**src/rtl/raw_capture.sv**
```systemverilog
// Raw Bayer capture front end: registers the sensor bus, gates capture to whole
// frames under start/stop control and emits the pixel stream with X/Y coordinates.
//
// state  | meaning
// IDLE   | capture disabled, waiting for iSTART
// ARMED  | waiting for the next frame-valid rising edge
// ACTIVE | inside a captured frame, forwarding line-valid pixels
module raw_capture #(
  parameter int COLUMN_WIDTH = 1280,
  parameter int ROW_HEIGHT   = 960
) (
  input  logic        iCLK,
  input  logic        iRST,
  input  logic [11:0] iDATA,
  input  logic        iFVAL,
  input  logic        iLVAL,
  input  logic        iSTART,
  input  logic        iEND,
  output logic [11:0] oDATA,
  output logic        oDVAL,
  output logic [15:0] oX_Cont,
  output logic [15:0] oY_Cont,
  output logic [31:0] oFrame_Cont,
  output logic        oLINE_ERR
);

  localparam logic [15:0] X_LAST = 16'(COLUMN_WIDTH - 1);
  localparam logic [15:0] Y_ROWS = 16'(ROW_HEIGHT);

  typedef enum logic [1:0] {
    IDLE   = 2'd0,
    ARMED  = 2'd1,
    ACTIVE = 2'd2
  } state_t;

  state_t      state;
  state_t      stateNext;

  logic [11:0] dataS1;
  logic        fvalS1;
  logic        lvalS1;
  logic        fvalPrev;
  logic        lvalPrev;
  logic [15:0] xCnt;
  logic [15:0] yCnt;
  logic        endReq;

  logic        fvalRise;
  logic        fvalFall;
  logic        lvalFall;
  logic        armNow;
  logic        frameStart;
  logic        frameEnd;
  logic        pixValid;
  logic        lineBreak;
  logic [15:0] xCur;
  logic [15:0] yCur;
  logic [15:0] yInc;
  logic [15:0] xNext;
  logic [15:0] yNext;

  // Edges are taken on the registered sensor strobes so they line up with dataS1.
  assign fvalRise = fvalS1 & ~fvalPrev;
  assign fvalFall = ~fvalS1 & fvalPrev;
  assign lvalFall = ~lvalS1 & lvalPrev;

  always_ff @(posedge iCLK) begin
    if (!iRST) begin
      state <= IDLE;
    end else begin
      state <= stateNext;
    end
  end

  always_comb begin
    stateNext  = state;
    armNow     = 1'b0;
    frameStart = 1'b0;
    frameEnd   = 1'b0;
    case (state)
      IDLE: begin
        if (!iEND && iSTART) begin
          stateNext = ARMED;
          armNow    = 1'b1;
        end
      end
      ARMED: begin
        if (iEND) begin
          stateNext = IDLE;
        end else if (fvalRise) begin
          stateNext  = ACTIVE;
          frameStart = 1'b1;
        end
      end
      ACTIVE: begin
        if (fvalFall) begin
          frameEnd  = 1'b1;
          stateNext = (endReq || iEND) ? IDLE : ARMED;
        end
      end
      default: stateNext = IDLE;
    endcase
  end

  // Coordinate update; the frame-start cycle behaves as if X/Y were already zero.
  always_comb begin
    xCur      = frameStart ? 16'd0 : xCnt;
    yCur      = frameStart ? 16'd0 : yCnt;
    yInc      = (yCur == 16'hFFFF) ? yCur : yCur + 16'd1;
    pixValid  = ((state == ACTIVE) || frameStart) && fvalS1 && lvalS1;
    lineBreak = (state == ACTIVE) && lvalFall && (xCnt != 16'd0);
    xNext     = xCur;
    yNext     = yCur;
    if (pixValid) begin
      if (xCur == X_LAST) begin
        xNext = 16'd0;
        yNext = yInc;
      end else begin
        xNext = xCur + 16'd1;
      end
    end else if (lineBreak) begin
      xNext = 16'd0;
      yNext = yInc;
    end
  end

  always_ff @(posedge iCLK) begin
    if (!iRST) begin
      dataS1      <= '0;
      fvalS1      <= 1'b0;
      lvalS1      <= 1'b0;
      fvalPrev    <= 1'b0;
      lvalPrev    <= 1'b0;
      xCnt        <= '0;
      yCnt        <= '0;
      endReq      <= 1'b0;
      oDATA       <= '0;
      oDVAL       <= 1'b0;
      oX_Cont     <= '0;
      oY_Cont     <= '0;
      oFrame_Cont <= '0;
      oLINE_ERR   <= 1'b0;
    end else begin
      dataS1   <= iDATA;
      fvalS1   <= iFVAL;
      lvalS1   <= iLVAL;
      fvalPrev <= fvalS1;
      lvalPrev <= lvalS1;
      xCnt     <= xNext;
      yCnt     <= yNext;
      // A stop request only outlives the cycle while a frame is still in flight.
      endReq   <= (state == ACTIVE && stateNext == ACTIVE) ? (endReq | iEND) : 1'b0;
      oDVAL    <= pixValid;
      if (pixValid) begin
        oDATA   <= dataS1;
        oX_Cont <= xCur;
        oY_Cont <= yCur;
      end
      if (frameEnd) begin
        oFrame_Cont <= oFrame_Cont + 32'd1;
      end
      if (armNow) begin
        oLINE_ERR <= 1'b0;
      end else if (lineBreak || (frameEnd && yCnt != Y_ROWS)) begin
        oLINE_ERR <= 1'b1;
      end
    end
  end

endmodule

```
**config.mk**
```make
export PLATFORM = sky130hd
export DESIGN_NAME = raw_capture
export DESIGN_NICKNAME = d
export VERILOG_FILES = /design/src/rtl/raw_capture.sv
export SDC_FILE = /design/constraint.sdc
export NUM_CORES = 1
export LEC_CHECK = 0
export BUFFER_PORTS_ARGS = -buffer_cell sky130_fd_sc_hd__buf_2
export CORE_AREA = 5 5 116 118
export CTS_CLUSTER_DIAMETER = 150
export DETAILED_ROUTE_END_ITERATION = 10
export DIE_AREA = 0 0 121 123
export GPL_ROUTABILITY_DRIVEN = 1
export GPL_TIMING_DRIVEN = 0
export PLACE_DENSITY = 0.68
export SLEW_MARGIN = 20
export SYNTH_ARGS = -nofsm -noshare
export SYNTH_HDL_FRONTEND = slang
export SYNTH_SLANG_ARGS = --single-unit
```
**constraint.sdc**
```tcl
create_clock -name iCLK -period 2.45 [get_ports iCLK]
set_input_delay 0.1225 -clock iCLK [delete_from_list [all_inputs] [get_ports iCLK]]
set_output_delay 0.1225 -clock iCLK [all_outputs]
set_load 0.1 [all_outputs]
```
==> flow_summary.toml <==
[synth]
yosysMostFrequentCell = "dfxtp_1"
syn_inst = 641
synth_top_area_share = 0.478
async_flop_share = 0
syn_area_um2 = 5410
yosys-top-cells-area = "dfxtp_1 (48%), nand2_1 (6.9%), a21oi_1 (5.8%)"
synthFlopType = "dfxtp_1"
yosys_warnings = 0
synth_nets = 661
synth_common_cells = "dfxtp_1 (129), nand2_1 (99), a21oi_1 (63)"
avgSynthCellArea_um2 = 8.43
synth_edf_count = 0
ys_seq_area_frac = 0.478
yosys_register_bits = 129
yosysUniqueCellTypes = 64
synth.largest_area_cell = "dfxtp_1"

[floorplan]
io_pins = 96
die_h_um = 123
num_rows = 41
fp.dieW_um = 121
core_um2 = 12400
dieArea_um2 = 14900
initial_core_util = 0.437

[place]
dp.cells = 907
place_congestion = 0.915
portBuffers = 94
post-dp-hpwl_um = 10800
pre_cts_ws_ns = -0.381

[power]
pwr-share-clk = 0.526
peakVddDrop_v = 0.000473
combPwrFrac = 0.027
p_int_mw = 3.71
seqPwrFrac = 0.447
power_per_cell_area_nw_per_um2 = 661
power_switching_mw = 1.04
p_leak_nw = 2.85
switching_share = 0.218

[clock_network]
root_buffer = "clkbuf_16"
clock_path_buffers = 2
cts-buffers-inserted = 17
cts_tree = "done"
cts_sinks = 129
clk_latency_ns = 0.43
clk_pin_slew_ns = 0.06
htree_levels = 4

[timing]
slew_violations = 0
fin_skew_ns = 0.0102
min_period_ns = 2.52
setup_violations = 11
slew_headroom = 0.466
rsz0062_at_grt = "true"
fin_ws_ns = -0.0676
tightest_slew_ns = 0.794
max_freq_ghz = 0.397
finalCritPeriodShare = 1.03
hold_viol = 0

[grt]
grt_max_degree = 17
grt.busiest_layer = "met2"
overflow = 0
grt_antenna_before_repair = 0
grt_use_met3 = 0.0480
met2_usage = 0.356
grtUsageMet1 = 0.251
grt_pass1_vias = 5118
grt_pass1_wl_um = 24700
grt.total_usage = 0.209

[routing]
vias = 5263
wirelength_um = 15600
drc = 0
dr.first_iter.drc_count = 334
viasPerCell = 5.42
ant_nets = 0
drtPass1Iterations = 5
routedWlPerCell_um = 16.1

[critical_path]
required_ns = 2.80
slowest_delay_ns = 0.39
slowest_stage = "or3b_1"
cp.arrival_ns = 2.87
cp_top_family = "simple AND/OR/NAND/NOR gates"
cp_num_buf_inv = 2
cp_cell_sequence = "nor4b_4 -> nand2_2 -> buf_8 -> and2_4 -> ha_4 -> and3_4 -> nand4_1 -> buf_4 -> o21a_2 -> nand2_4 -> or3b_1 -> o21ai_1"
crit_path_max_fanout = 5
crit_type = "register to register"
cp-start-kind = "register"
end_kind = "register"

[finish]
layout.cells.non_filler = 971
multiInputGateArea_um2 = 2800
diodes = 0
syn_to_final_growth_pct = 32.9
fill_cells = 1115
utilization = 0.581
layout-drive-gt1-share = 0.255
regArea_um2 = 2610
final_nets = 806

[hold_path]
hold_class = "input pin to register"

[job]
maxCapViolCount = 0

[outcome]
outcome = "complete, but fails checks"
violations = "setup timing"
-- per-layer routing --
layer	part of all wire	up-vias
met5	0	-
met4	0.023	0
met3	0.053	36
met2	0.50	178
met1	0.43	2514
li1	-	2535
-- state kept, by name, indices dropped and copies added, names as in the netlist, 2 cells and up --
name	cells
oY_Cont	16
oDATA	12
state	2
dataS1	12
xCnt	16
oX_Cont	16
yCnt	16
oFrame_Cont	32
-- power groups by stage --
| stage | Clock [mW] | Combinational [mW] | Sequential [mW] |
|---|---|---|---|
| after floorplan | 0 | 0.0585 | 2.17 |
| after global placement | 0 | 0.100 | 2.17 |
| after detailed placement | 0 | 0.103 | 2.17 |
| after CTS | 2.52 | 0.127 | 2.12 |
| after global routing | 2.63 | 0.141 | 2.12 |
| final | 2.50 | 0.129 | 2.12 |
-- cell type report --
class,count,area share
sequential,129,0.363
clock inverter,13,0.0192
inverter,7,0.00366
tap,172,0.0300
timing repair buffer,127,0.107
buffer,36,0.0232
clock buffer,19,0.0631
multi-input combinational,468,0.390
-- repair_timing --
action                                  4_1_cts  5_1_grt
endpoints found under the hold margin        15        0
endpoints found under the setup margin       29       48
hold buffers                                 15        0
pin swaps                                     8       14
resized for setup                            17       28
setup buffers                                10        8
-- cells in the final DEF (no fill, tap or decap), types with 11 or more instances in the layout --
cell type,instances
a21oi_1,58
and2_1,27
and3_1,13
and4_1,11
buf_2,98
buf_4,16
clkbuf_1,22
clkbuf_16,17
dfxtp_1,113
dfxtp_2,13
dlygate4sd3_1,15
nand2_1,97
nand3_1,46
nand4_1,12
nor2_1,52
nor3_1,12
xnor2_1,23
xor2_1,12
-- logic make-up (layout without fill, tap and decap cells) --
group,count (synthesis),count (layout),share of synthesized area
simple gates,314,314,0.295
mux,4,4,0.00741
xor+xnor,35,35,0.0567
compound gates,113,113,0.127
buf+inv,44,202,0.0317
fa+ha+maj,2,2,0.00463
flops,129,129,0.478
-- per-stage QoR --
step	power, mW	instance area [um^2]	hold slack [ns]	TNS (ns)
floorplan	2.23	5470	0.206	0
global placement	2.27	6160	0.330	-5.01
detailed placement	2.27	6160	0.333	-5.59
CTS	4.77	7030	0.0423	0
global route	4.89	7180	0.0652	-2.29
finish	4.75	7180	0.0398	-0.357
-- final timing paths --
path         slack, ns  cells after the start                     to                 start
max              -0.07                     12    xCnt[15]$_SDFF_PN0_   fvalPrev$_SDFF_PN0_
min               0.04                      3      endReq$_SDFF_PN0_                  iEND
max reg2reg      -0.07                     12    xCnt[15]$_SDFF_PN0_   fvalPrev$_SDFF_PN0_
min reg2reg       0.43                      2  oDATA[1]$_SDFFE_PN0P_  dataS1[1]$_SDFF_PN0_
-- worst min-delay path, cell delays in order --
cell,delay (ns)
buf_2,0.13
nor2_1,0.11
nor3_1,0.05
Note: power is estimated with default switching activity, not from simulation.
